==> config.mk <==
export PLATFORM = sky130hd
export DESIGN_NAME = imem_boot_loader
export DESIGN_NICKNAME = d
export VERILOG_FILES = /design/src/rtl/imem_boot_loader.sv
export SDC_FILE = /design/constraint.sdc
export NUM_CORES = 1
export LEC_CHECK = 0
export CELL_PAD_IN_SITES_DETAIL_PLACEMENT = 1
export CELL_PAD_IN_SITES_GLOBAL_PLACEMENT = 2
export CORE_MARGIN = 2
export CORE_UTILIZATION = 37
export CTS_BUF_LIST = sky130_fd_sc_hd__clkbuf_8
export CTS_CLUSTER_SIZE = 24
export DETAILED_ROUTE_END_ITERATION = 10
export PLACE_DENSITY = 0.9
export SLEW_MARGIN = 40
export SYNTH_ARGS = -nofsm -noshare
export SYNTH_HDL_FRONTEND = slang
export SYNTH_SLANG_ARGS = --single-unit
==> constraint.sdc <==
create_clock -name clk -period 2.41 [get_ports clk]
set_clock_uncertainty 0.2 [all_clocks]
set_input_delay 0.3615 -clock clk [delete_from_list [all_inputs] [get_ports clk]]
set_output_delay 0.3615 -clock clk [all_outputs]
set_load 0.01 [all_outputs]
==> src/rtl/imem_boot_loader.sv <==
// imem_boot_loader
// Receives a program image as a byte stream, writes it word by word into the
// instruction memory and keeps the processor in reset until the image is in.
//
// Frame: count byte N (1..2^ADDR_W), then N*4 data bytes (MSB first), then
// an XOR checksum byte when the LOADER_CHECKSUM_EN macro is defined. The
// checksum covers the count byte and every data byte.
//
// Ports:
//   clk        system clock
//   rst        asynchronous active-low reset
//   start      single-cycle pulse: abort any load, wait for a new count byte
//   in_data    stream byte
//   in_valid   stream byte valid
//   in_ready   loader can take a byte this cycle (combinational)
//   mem_we     instruction memory write strobe (one cycle per word)
//   mem_addr   instruction memory word address
//   mem_wdata  instruction memory write data
//   cpu_rst    active-low processor reset (0 = core held)
//   done       image loaded, core released
//   error      frame rejected (bad count or bad checksum)
//
// Build option: LOADER_CHECKSUM_EN adds the trailing checksum byte check.
module imem_boot_loader #(
    parameter int ADDR_W = 6,
    parameter int DATA_W = 32
) (
    input  logic              clk,
    input  logic              rst,
    input  logic              start,
    input  logic [7:0]        in_data,
    input  logic              in_valid,
    output logic              in_ready,
    output logic              mem_we,
    output logic [ADDR_W-1:0] mem_addr,
    output logic [DATA_W-1:0] mem_wdata,
    output logic              cpu_rst,
    output logic              done,
    output logic              error
);

    localparam int          CNT_W     = ADDR_W + 1;
    localparam int unsigned MAX_WORDS = 2 ** ADDR_W;

    typedef enum logic [2:0] {
        ST_COUNT = 3'd0,
        ST_DATA  = 3'd1,
`ifdef LOADER_CHECKSUM_EN
        ST_CHK   = 3'd2,
`endif
        ST_DONE  = 3'd3,
        ST_ERROR = 3'd4
    } state_e;

    state_e              state_q,   state_d;
    logic                mem_we_q,  mem_we_d;
    logic [ADDR_W-1:0]   addr_q,    addr_d;
    logic [DATA_W-1:0]   wdata_q,   wdata_d;
    logic                cpu_rst_q, cpu_rst_d;
    logic                done_q,    done_d;
    logic                error_q,   error_d;
    logic [1:0]          idx_q,     idx_d;
    logic [CNT_W-1:0]    words_q,   words_d;
    // holds the first three bytes of the word being assembled
    logic [DATA_W-9:0]   asm_q,     asm_d;
`ifdef LOADER_CHECKSUM_EN
    logic [7:0]          chk_q,     chk_d;
`endif

    logic accept_s;
    logic count_ok_s;

    assign in_ready = ((state_q == ST_COUNT) || (state_q == ST_DATA)
`ifdef LOADER_CHECKSUM_EN
                       || (state_q == ST_CHK)
`endif
                      ) && !start;

    assign accept_s   = in_valid && in_ready;
    assign count_ok_s = (in_data != 8'd0) && (32'(in_data) <= MAX_WORDS);

    assign mem_we    = mem_we_q;
    assign mem_addr  = addr_q;
    assign mem_wdata = wdata_q;
    assign cpu_rst   = cpu_rst_q;
    assign done      = done_q;
    assign error     = error_q;

    // Next-state and next-output computation for the frame receiver.
    always_comb begin
        state_d   = state_q;
        mem_we_d  = 1'b0;
        // the address advances in the cycle after each write strobe
        addr_d    = mem_we_q ? (addr_q + ADDR_W'(1)) : addr_q;
        wdata_d   = wdata_q;
        cpu_rst_d = cpu_rst_q;
        done_d    = done_q;
        error_d   = error_q;
        idx_d     = idx_q;
        words_d   = words_q;
        asm_d     = asm_q;
`ifdef LOADER_CHECKSUM_EN
        chk_d     = chk_q;
`endif
        if (start) begin
            state_d   = ST_COUNT;
            addr_d    = {ADDR_W{1'b0}};
            idx_d     = 2'd0;
            done_d    = 1'b0;
            error_d   = 1'b0;
            cpu_rst_d = 1'b0;
`ifdef LOADER_CHECKSUM_EN
            chk_d     = 8'd0;
`endif
        end else begin
            case (state_q)
                ST_COUNT: begin
                    if (accept_s && count_ok_s) begin
                        words_d = CNT_W'(in_data);
                        idx_d   = 2'd0;
                        state_d = ST_DATA;
`ifdef LOADER_CHECKSUM_EN
                        chk_d   = in_data;
`endif
                    end else if (accept_s) begin
                        state_d = ST_ERROR;
                    end else begin
                        state_d = ST_COUNT;
                    end
                end
                ST_DATA: begin
                    if (accept_s) begin
                        asm_d = {asm_q[DATA_W-17:0], in_data};
                        idx_d = idx_q + 2'd1;
`ifdef LOADER_CHECKSUM_EN
                        chk_d = chk_q ^ in_data;
`endif
                        if (idx_q == 2'd3) begin
                            mem_we_d = 1'b1;
                            wdata_d  = {asm_q, in_data};
                            words_d  = words_q - CNT_W'(1);
                            if (words_q == CNT_W'(1)) begin
`ifdef LOADER_CHECKSUM_EN
                                state_d = ST_CHK;
`else
                                // done rises one cycle later, after the strobe
                                state_d = ST_DONE;
`endif
                            end else begin
                                state_d = ST_DATA;
                            end
                        end else begin
                            mem_we_d = 1'b0;
                        end
                    end else begin
                        state_d = ST_DATA;
                    end
                end
`ifdef LOADER_CHECKSUM_EN
                ST_CHK: begin
                    if (accept_s) begin
                        state_d = (in_data == chk_q) ? ST_DONE : ST_ERROR;
                    end else begin
                        state_d = ST_CHK;
                    end
                end
`endif
                ST_DONE: begin
                    done_d    = 1'b1;
                    cpu_rst_d = 1'b1;
                    error_d   = 1'b0;
                end
                ST_ERROR: begin
                    error_d   = 1'b1;
                    cpu_rst_d = 1'b0;
                    done_d    = 1'b0;
                end
                default: begin
                    state_d = ST_COUNT;
                end
            endcase
        end
    end

    // State and registered-output update with asynchronous reset.
    always_ff @(posedge clk or negedge rst) begin
        if (!rst) begin
            state_q   <= ST_COUNT;
            mem_we_q  <= 1'b0;
            addr_q    <= {ADDR_W{1'b0}};
            wdata_q   <= {DATA_W{1'b0}};
            cpu_rst_q <= 1'b0;
            done_q    <= 1'b0;
            error_q   <= 1'b0;
            idx_q     <= 2'd0;
            words_q   <= {CNT_W{1'b0}};
            asm_q     <= {(DATA_W-8){1'b0}};
`ifdef LOADER_CHECKSUM_EN
            chk_q     <= 8'd0;
`endif
        end else begin
            state_q   <= state_d;
            mem_we_q  <= mem_we_d;
            addr_q    <= addr_d;
            wdata_q   <= wdata_d;
            cpu_rst_q <= cpu_rst_d;
            done_q    <= done_d;
            error_q   <= error_d;
            idx_q     <= idx_d;
            words_q   <= words_d;
            asm_q     <= asm_d;
`ifdef LOADER_CHECKSUM_EN
            chk_q     <= chk_d;
`endif
        end
    end

endmodule
* Word-level counts from Yosys, hierarchy flattened
Cells that the tools add are included.
** Word-level totals
- Register bits :: 77
- Output and inout port bits :: 43
- Memories kept :: 0
- Memory bits (read-only) :: 0
- Bits in writable memories :: 0
- Bits in latches :: 0
- Word-level logic and storage cells :: 69
** Operators by class
- Multiplexer cells :: 25
- Shifts and indexed selects :: 0
- Eq/ne operators :: 12
- Bitwise operators :: 1
- Divide/modulo/power cells :: 0
- Add/subtract/negate cells :: 3
- Reductions and logical operators :: 18
- Multiply operators :: 0
- $lt $le $gt $ge :: 1
** Operator list (number)
- $mux 7 :: 3
- $mux 3 :: 5
- $pmux 7 s2 :: 1
- $mux 6 :: 2
- $pmux 3 s3 :: 1
- $le 8x7->1 const B :: 1
- $mux 2 :: 4
- $reduce_bool 8->1 :: 1
- $eq 7x1->1 const B :: 1
- $sub 7x1->7 const B :: 1
- $add 6x1->6 const B :: 1
- $mux 1 :: 6
- $ne 2x1->1 const B :: 3
- $reduce_and 3->1 :: 2
- $reduce_bool 3->1 :: 2
- $reduce_and 5->1 :: 1
- $logic_and 1x1->1 :: 4
- $ne 4x3->1 const B :: 1
- $pmux 1 s2 :: 2
- $pmux 2 s2 :: 1
- $reduce_and 4->1 :: 1
- $reduce_bool 2->1 :: 2
- $eq 3x1->1 const B :: 1
- $eq 3x2->1 const B :: 1
- 12 further kinds :: 12

* Longest topological paths before layout
Gate-level depths: netlist of the first run.
- Word-level depth :: 8
- Mapped depth :: 7

* Least setup slack after synthesis of the first run
OpenSTA, ideal clock, no wires.
- Path kind :: reg-to-reg
- From :: register state_q[1]
- To :: register wdata_q[10] (netlist: mem_wdata[10])
- Clock period less this slack :: 2.037 ns
- Slack :: 0.373 ns
- Stages on the path, launching flop included :: 7
- Arrival time :: 1.712 ns
- Library setup time :: 0.125 ns
- Required time :: 2.085 ns
- Buffers on the path :: 2
- Cell sequence :: dfrtp_1 buf_6 nor3_1 a21boi_2 nand2_2 buf_6 mux2_2
** Between the ends
- Word-level cells in the longest chain between the ends :: 5
- Elaborated cells between the ends (all ways) :: 6
- Those cells by class :: eq/ne: 1; reduce/logical: 5
** Ends and longest elaborated chain
- start: declaration :: RTL line 55 : state_e state_q, state_d;
- start signal: assignment :: RTL line 202 : state_q <= state_d;
- $eq 3x1->1 / $logic_not 3->1 (equally long branches) :: RTL line 73 : assign in_ready = ((state_q == ST_COUNT) || (state_q == ST_DATA)
- $logic_or 1x1->1 * :: RTL line 73
- $logic_and 1x1->1 * :: RTL line 73
- net in_ready :: RTL line 33 : output logic in_ready,
- $logic_and 1x1->1 * :: RTL line 79 : assign accept_s = in_valid && in_ready;
- $reduce_and 4->1 (no source line) *
- end signal: assignment :: RTL line 191 : wdata_q <= {DATA_W{1'b0}};
- end signal: assignment :: RTL line 205 : wdata_q <= wdata_d;
- end: declaration :: RTL line 58 : logic [DATA_W-1:0] wdata_q, wdata_d;
Mark *: on every way through the listed nets, which the timed path passes. The rest lies on a longest branch.
A chain may end at the register's enable or synchronous reset.

* Worst setup path in the final report of the first run
- From :: register state_q[1]
- To :: output in_ready
** Between the ends
- Word-level cells in the longest chain between the ends :: 3
- Elaborated cells between the ends (all ways) :: 4
- Those cells by class :: eq/ne: 1; reduce/logical: 3
** Ends and longest elaborated chain (RTL line)
- $eq 3x1->1 / $logic_not 3->1 (equally long branches) :: 73
- $logic_or 1x1->1 * :: 73
- $logic_and 1x1->1 * :: 73
- end: declaration :: 33
Every way passes the cells marked *; elsewhere a longest branch is shown, timed or not.

==> impl_metrics.env, run 1 <==
export IMPL_slew_violations=0
export IMPL_drive_above_1_share_pct=30.97
export IMPL_hold_ws_ns=0.3081
export IMPL_insertion_delay_ns=0.34
export IMPL_synthCells=262
export IMPL_cts_inserted_buffers=9
export IMPL_grt_max_degree=45
export IMPL_ant_nets=0
export IMPL_vias_per_cell=5.186
export IMPL_synth_area_per_cell_um2=12.89
export IMPL_critical_path_required_ns=1.85
export IMPL_antenna_cells=0
export IMPL_grt_busiest_layer="met2"
export IMPL_place_congestion=0.8155
export IMPL_ff_latch_area_mm2=0.001928
export IMPL_drtIter0Drc=84
export IMPL_nets=351
export IMPL_core_mm2=0.008806
export IMPL_tightestPinTransition_ns=0.5299
export IMPL_setup_viol=0
export IMPL_post_route_period_util_pct=95.03
export IMPL_synth_common_cells="77 x dfrtp_1, 56 x mux2_2, 17 x nor2_1, 13 x o21ai_0, 11 x nand2_1"
export IMPL_routed_wl_um=7862
export IMPL_synth_distinct_cells=52
export IMPL_die_area_mm2=0.009911
export IMPL_max_slew_margin_pct=64.40
export IMPL_grt_pass1_wl_um=13330
export IMPL_fmax_mhz=436.6
export IMPL_cap_viol_max_count=0
export IMPL_hold_viol_final=0
export IMPL_antenna_found_initial=0
export IMPL_ff2ff_setup_slack_ns=0.25
export IMPL_drc_errors=0
export IMPL_gr_usage_met3_pct=4.287
export IMPL_power_total_uw=4025
export IMPL_arrival_ns=1.73
export IMPL_r2r_cells=5
export IMPL_reg2reg_to="words_q[4]"
export IMPL_vias=2318
export IMPL_post_synth_top_count_cell="dfrtp_1"
export IMPL_postLayoutCoreUtil_pct=49.82
export IMPL_clock_sinks=77
export IMPL_yosys_warnings=0
export IMPL_r2r_start="state_q[2]"
export IMPL_synthFlopType="dfrtp_1"
export IMPL_power_density_mw_per_mm2=917.5
export IMPL_die_x_um=99.56
export IMPL_endpoint="in_ready"
export IMPL_synthTopCellsByArea="dfrtp_1 57%, mux2_2 19%, o21ai_0 1.9%"
export IMPL_cts_tree="done"
export IMPL_final_cell_area_mm2=0.004387
export IMPL_cts_buffer_depth=2
export IMPL_ios=55
export IMPL_place_ws_ns=-0.1571
export IMPL_synth_seq_cells=77
export IMPL_period_needed_ns=2.290
export IMPL_cts_max_level=3
export IMPL_netlist_area_mm2=0.003378
export IMPL_first_global_vias=2532
export IMPL_row_count=34
export IMPL_die_y_um=99.56
export IMPL_wl_per_cell_um=17.59
export IMPL_layout_setup_ws_ns=0.1197
export IMPL_grt_ovfl_total=0
export IMPL_yosysTopAreaCell="dfrtp_1"
export IMPL_synth_edf_count=0
export IMPL_area_growth_syn_to_layout_pct=29.85
export IMPL_portBuffers=54
export IMPL_end_kind="primary output"
export IMPL_worstSetupStartpointType="flop"
export IMPL_fill_cells=913
export IMPL_track_usage_pct=17.60
export IMPL_synthArstFlopShare_pct=100.0
export IMPL_crit_type="flop to primary output"
export IMPL_hp_start="mem_wdata[29]"
export IMPL_p_leak_uw=0.001979
export IMPL_multiInputGateArea_mm2=0.001336
export IMPL_crit_start="state_q[1]"
export IMPL_synth_fp_nets=278
export IMPL_cts_reportedPaths_clkPinSlew_ns=0.08
export IMPL_placed_cell_area_mm2=0.004149
export IMPL_grtUsageMet1_pct=22.24
export IMPL_cp_max_fo=11
export IMPL_min_path_type="flop to flop"
export IMPL_synth_top_cell_area_share_pct=57.04
export IMPL_seq_area_frac_synth_pct=57.04
export IMPL_post_cts_buffers=0
export IMPL_place_detailed_hpwl_um=5510
export IMPL_vdd_drop_max_mv=0.5069
export IMPL_use_met2_pct=29.26
export IMPL_rsz0062_at_grt="false"
export IMPL_root_buffer="clkbuf_8"
export IMPL_status="finished clean"
export IMPL_start_util_pct=38.36
export IMPL_drtPass1Iterations=4
==> stage by stage <==
step,std cells,setup TNS (ns)
floorplan,262,0
global placement,431,-0.2039
detailed placement,431,-0.4047
CTS,447,0
global route,447,0
finish,447,0
==> state kept, by name (all words and copies together) (netlist names) <==
register / cells
error: 1
done: 1
idx_q: 2
asm_q: 24
mem_we: 1
mem_addr: 6
state_q: 3
mem_wdata: 32
words_q: 7
==> how the worst min path moves through the flow <==
stage          depth (start not counted)       endpoint  slack, ns
3_3_place_gp                           1  mem_wdata[17]       0.14
3_5_place_dp                           1  mem_wdata[25]       0.14
4_1_cts                                2   mem_wdata[5]       0.30
2_1_floorplan                          0       asm_q[0]      -0.13
6_report                               1  mem_wdata[29]       0.31
5_1_grt                                1      asm_q[18]       0.32
==> worst max-delay path, cell delays in order (launching register included) <==
cell,delay [ns]
dfrtp_2,0.51
nor3_2,0.29
clkdlybuf4s50_1,0.59
==> per-layer routing <==
metal,wire [um],part of all wire (%),vias up
li1,-,-,1078
met1,3381,43,1168
met2,4047,51,64
met3,312,4.0,8
met4,120,1.5,0
met5,0,0,-
==> area by class of cell <==
cell class                 count  area share (%)
sequential                    77           43.95
inverter                      10          0.8557
clock buffer                  10           3.137
multi-input combinational    163           30.46
tap                          108           3.080
clock inverter                 5           1.911
timing repair buffer          74           16.60
==> cells in the final DEF, fill, tap and decap left out, types with 5 or more instances in the layout <==
master / n
a21oi_1: 5
buf_4: 17
o21ai_0: 13
nand2_1: 11
clkbuf_8: 10
dfrtp_1: 76
mux2_2: 56
inv_1: 10
nor2_1: 17
clkdlybuf4s50_1: 53
==> power by group <==
part | switching (uW) | total, uW | internal [uW] | leakage (uW)
clock network | 478 | 1090 | 609 | 0.000105
logic | 428 | 1080 | 657 | 0.000874
registers | 231 | 1850 | 1620 | 0.000999
total | 1140 | 4020 | 2890 | 0.00198
==> logic make-up (layout without fill, tap and decap cells) <==
logic type,Yosys count,count (layout),synth area share (%)
AOI/OAI and AO/OA,39,39,8.482
xor gates and xnor gates,5,5,1.297
adders and majority gates,4,4,1.482
buffers and inverters,22,99,3.555
DFF,77,77,57.04
muxes,58,58,19.30
and+or+nand+nor,57,57,8.852
==> timing repair <==
item	CTS	global route
hold endpoints to repair	33	0
hold buffers	1	0
gates resized for setup	2	0
endpoints found under the setup margin	1	0
(Power assumes the default switching activity.)
==> run 2: changes to the inputs <==
- MAX_ROUTING_LAYER: unset -> met4
==> impl_metrics.env, run 2 (same netlist as run 1, synthesis figures left out) <==
export IMPL_track_usage_pct=17.61
export IMPL_grt_max_degree=51
export IMPL_crit_top_cell="clkdlybuf4s50_1"
export IMPL_grt_ovfl_total=0
export IMPL_hold_ws_ns=0.2753
export IMPL_r2r_cells=5
export IMPL_slew_violations=0
export IMPL_worstSetupStartpointType="input pin"
export IMPL_start_util_pct=38.36
export IMPL_period_needed_ns=2.297
export IMPL_end_kind="primary output"
export IMPL_antenna_found_initial=0
export IMPL_crit_type="input pin to primary output"
export IMPL_path_depth=3
export IMPL_max_slew_margin_pct=60.26
export IMPL_place_inst=431
export IMPL_fin_cells=447
export IMPL_cp_top_family="buffers and inverters"
export IMPL_min_path_type="input pin to asynchronous set/reset pin"
export IMPL_drtIter0Drc=46
export IMPL_drive_above_1_share_pct=30.97
export IMPL_power_density_mw_per_mm2=900.8
export IMPL_core_mm2=0.008806
export IMPL_status="finished clean"
export IMPL_placed_cell_area_mm2=0.004149
export IMPL_area_growth_syn_to_layout_pct=29.19
export IMPL_root_buffer="clkbuf_8"
export IMPL_final_cell_area_mm2=0.004364
export IMPL_post_route_period_util_pct=95.30
export IMPL_rsz0062_at_grt="false"
export IMPL_r2r_start="state_q[2]"
export IMPL_final_cell_mix="76 x dfrtp_1, 56 x mux2_2, 53 x clkdlybuf4s50_1"
export IMPL_vdd_drop_max_mv=0.4780
export IMPL_ios=55
export IMPL_drc_errors=0
export IMPL_crit_path_cell_trace="clkdlybuf4s50_1 > nor3_2 > clkdlybuf4s50_1"
export IMPL_critPathSlowestCell="clkdlybuf4s50_1"
export IMPL_cpPeakStageDelay_ns=0.58
export IMPL_power_total_uw=3931
export IMPL_p_leak_uw=0.001964
export IMPL_die_area_mm2=0.009911
export IMPL_first_global_vias=2531
export IMPL_hold_viol_final=0
export IMPL_place_congestion=0.8484
export IMPL_drtPass1Iterations=4
export IMPL_largest_reg_flops=32
export IMPL_critical_path_required_ns=1.85
export IMPL_fmax_mhz=435.4
export IMPL_grt_pass1_wl_um=13050
export IMPL_vias_per_cell=5.257
export IMPL_portBuffers=54
export IMPL_insertion_delay_ns=0.35
export IMPL_cts_tree="done"
export IMPL_vias=2350
export IMPL_wl_per_cell_um=17.56
export IMPL_cap_viol_max_count=0
export IMPL_final_common_cell="dfrtp_1"
export IMPL_cts_buffer_depth=2
export IMPL_place_detailed_hpwl_um=5568
export IMPL_die_y_um=99.56
export IMPL_antenna_cells=0
export IMPL_row_count=34
export IMPL_clock_sinks=77
export IMPL_setup_viol=0
export IMPL_path_buf_inv=2
export IMPL_crit_start="start"
export IMPL_tightestPinTransition_ns=0.5935
export IMPL_cts_max_level=3
export IMPL_ant_nets=0
export IMPL_post_cts_buffers=0
export IMPL_die_x_um=99.56
export IMPL_cp_max_fo=4
export IMPL_routed_wl_um=7848
export IMPL_cts_inserted_buffers=9
export IMPL_nets=351
export IMPL_cts_reportedPaths_clkPinSlew_ns=0.08
export IMPL_arrival_ns=1.74
run 2: changes by cell type in the layout (fill, tap and decap cells not counted), sizes merged:
cell      delta
bufinv       -1
clkinv       +1
clkinvlp     +1
inv          -1
run 2: final timing paths:
kind	to	slack, ns
min reg2reg	asm_q[20]	0.31
max	in_ready	0.11
min in group clk	asm_q[20]	0.31
max in group asynchronous	mem_wdata[23]	1.16
min	mem_wdata[17]	0.28
max reg2reg	words_q[4]	0.27
run 2: metal layers:
layer	vias up	track usage, %	wire (um)
met5	-	-	0
met2	55	29.42	4116
met4	0	6.744	98
met3	6	3.373	221
met1	1214	21.16	3412
li1	1075	-	-
run 2: metrics by stage:
| step | setup TNS (ns) | util (%) | setup slack, ns |
|---|---|---|---|
| 2_1_floorplan | 0 | - | 0.3731 |
| 3_3_place_gp | -0.1885 | 47.12 | -0.05713 |
| 3_5_place_dp | -0.4127 | 47.12 | -0.1034 |
| 6_report | 0 | 49.56 | 0.1133 |
| 4_1_cts | 0 | 49.55 | 0.003021 |
| 5_1_grt | 0 | 49.56 | 0.02788 |
run 2: final cells by class:
cell class | instances | area, um^2
fillers | 914 | 4442
flip-flops and latches | 77 | 1928
multi-input cells | 163 | 1336
repair buffers | 74 | 728.2
clock buffers | 10 | 137.6
well taps | 108 | 135.1
clock inverters | 5 | 61.31
inverters | 10 | 37.54
run 2: worst register-to-register path, cell delays in order (launching register included):
cell and delay, ns:
dfrtp_1 0.51, buf_4 0.22, or3b_2 0.57, nor4_1 0.27, o21bai_1 0.14, a22oi_1 0.10
run 2: what timing repair did:
action	CTS	global route
resized for setup	1	1
hold buffers	1	0
endpoints found under the setup margin	1	1
endpoints found under the hold margin	27	0
run 2: power by group:
| group | internal, uW | switching [uW] |
|---|---|---|
| registers | 1620 | 237 |
| logic | 656 | 428 |
| clock network | 502 | 486 |
==> run 3: changes to the inputs <==
- SETUP_SLACK_MARGIN: unset -> 0.2
==> impl_metrics.env, run 3 (same netlist as run 1, synthesis figures left out) <==
export IMPL_grt_ovfl_total=0
export IMPL_cp_max_fo=6
export IMPL_reg2reg_to="mem_wdata[18]"
export IMPL_final_cell_area_mm2=0.004399
export IMPL_final_common_cell="dfrtp_1"
export IMPL_critPathSlowestCell="clkdlybuf4s50_1"
export IMPL_p_int_uw=2782
export IMPL_routed_wl_um=7914
export IMPL_ios=55
export IMPL_worstSetupStartpointType="input pin"
export IMPL_slew_violations=0
export IMPL_vias=2349
export IMPL_arrival_ns=2.16
export IMPL_power_density_mw_per_mm2=894.9
export IMPL_comb_power_share_pct=27.6
export IMPL_cts_buffer_depth=2
export IMPL_rsz0062_at_grt="true"
export IMPL_wl_per_cell_um=17.63
export IMPL_cts_max_level=3
export IMPL_cpPeakStageDelay_ns=0.56
export IMPL_r2r_cells=5
export IMPL_crit_path_cell_trace="clkdlybuf4s50_1 > or4b_1 > a21oi_2 > nor2_2 > a2111oi_4 > o22ai_1"
export IMPL_max_slew_margin_pct=61.23
export IMPL_ff2ff_setup_slack_ns=0.29
export IMPL_crit_type="input pin to flop"
export IMPL_grt_pass1_wl_um=13080
export IMPL_tns_ns=0
export IMPL_first_global_vias=2538
export IMPL_ant_nets=0
export IMPL_tightestPinTransition_ns=0.5771
export IMPL_vdd_drop_max_mv=0.4837
export IMPL_p_leak_uw=0.001985
export IMPL_antenna_cells=0
export IMPL_place_congestion=0.8484
export IMPL_clkPwrFrac_pct=25.2
export IMPL_track_usage_pct=17.63
export IMPL_cts_reportedPaths_clkPinSlew_ns=0.08
export IMPL_row_count=34
export IMPL_end_kind="flop"
export IMPL_die_y_um=99.56
export IMPL_portBuffers=54
export IMPL_setup_viol=0
export IMPL_endpoint="idx_q[0]"
export IMPL_status="finished clean"
export IMPL_cts_inserted_buffers=9
export IMPL_cts_tree="done"
export IMPL_fill_cells=913
export IMPL_die_area_mm2=0.009911
export IMPL_insertion_delay_ns=0.35
export IMPL_area_growth_syn_to_layout_pct=30.22
export IMPL_start_util_pct=38.36
export IMPL_nets=353
export IMPL_place_detailed_hpwl_um=5568
export IMPL_cap_viol_max_count=0
export IMPL_antenna_found_initial=0
export IMPL_drive_above_1_share_pct=31.96
export IMPL_critical_path_required_ns=2.44
export IMPL_netSwitchingFraction_pct=29.34
export IMPL_drc_errors=0
export IMPL_drtIter0Drc=55
export IMPL_seqPwrFrac_pct=47.2
export IMPL_root_buffer="clkbuf_8"
export IMPL_final_cell_mix="75 x dfrtp_1, 56 x mux2_2, 51 x clkdlybuf4s50_1"
export IMPL_hold_viol_final=0
export IMPL_fmax_mhz=467.9
export IMPL_largest_reg_flops=32
export IMPL_crit_start="in_valid"
export IMPL_vias_per_cell=5.232
export IMPL_grt_max_degree=51
export IMPL_switchingPower_uw=1155
export IMPL_post_route_period_util_pct=88.67
export IMPL_min_path_type="input pin to asynchronous set/reset pin"
export IMPL_core_mm2=0.008806
export IMPL_power_total_uw=3937
export IMPL_period_needed_ns=2.137
export IMPL_drtPass1Iterations=4
export IMPL_placed_cell_area_mm2=0.004149
export IMPL_die_x_um=99.56
export IMPL_clock_sinks=77
export IMPL_r2r_start="state_q[1]"
## run 3: worst max-delay path, delay by kind of cell
kind	cells	cell delay, ns
buffers and inverters	1	0.56
AOI/OAI and AO/OA	3	0.67
and+or+nand+nor	2	0.57
## run 3: layout make-up
class / count / area [um^2] / share of cell area [%]
clock buffers: 10 / 137.6 / 3.129
clock inverters: 5 / 61.31 / 1.394
inverters: 10 / 37.54 / 0.8532
multi-input cells: 163 / 1354 / 30.77
flip-flops and latches: 77 / 1929 / 43.86
well taps: 108 / 135.1 / 3.072
repair buffers: 76 / 744.5 / 16.92
## run 3: how the worst min path moves through the flow
stage	startpoint	to	slack, ns	cells after the start
after global placement	rst	mem_wdata[25]	0.11	1
final	rst	mem_wdata[17]	0.27	2
after detailed placement	rst	mem_wdata[17]	0.11	1
after floorplan	rst	asm_q[0]	-0.13	0
after CTS	rst	mem_wdata[17]	0.27	2
after global routing	rst	mem_wdata[17]	0.30	2
## run 3: through the flow
| step | setup slack, ns | hold slack (ns) | utilization (%) | cells |
|---|---|---|---|---|
| after global placement | -0.05713 | 0.1074 | 47.12 | 431 |
| after floorplan | 0.3731 | -0.1341 | - | 262 |
| after CTS | 0.2083 | 0.2687 | 49.79 | 449 |
| after detailed placement | -0.1034 | 0.1074 | 47.12 | 431 |
| after global routing | 0.2009 | 0.2951 | 49.96 | 449 |
| final | 0.2730 | 0.2713 | 49.96 | 449 |
## run 3: power by group through the flow
stage	logic, uW	registers, uW	clock network (uW)
after CTS	1100	1860	1020
after global routing	1170	1910	1060
after global placement	1040	1860	0
after floorplan	440	1900	0
final	1090	1860	992
after detailed placement	1090	1880	0
## run 3: layer usage
layer  wire, um  vias up  global-route usage [%]  share of wire, %
met4        137        0                   6.744               1.7
met2       4082       42                   29.52                52
met5          0        -                       -                 0
li1           -     1079                       -                 -
met1       3494     1216                   21.14                44
met3        200       12                   3.373               2.5
## run 3: repair_timing
item                                    in CTS  in global routing
hold buffers                                 1                  0
gates resized for setup                      4                  4
endpoints found under the setup margin       1                  7
hold endpoints to repair                    27                  0
setup buffers                                2                  0
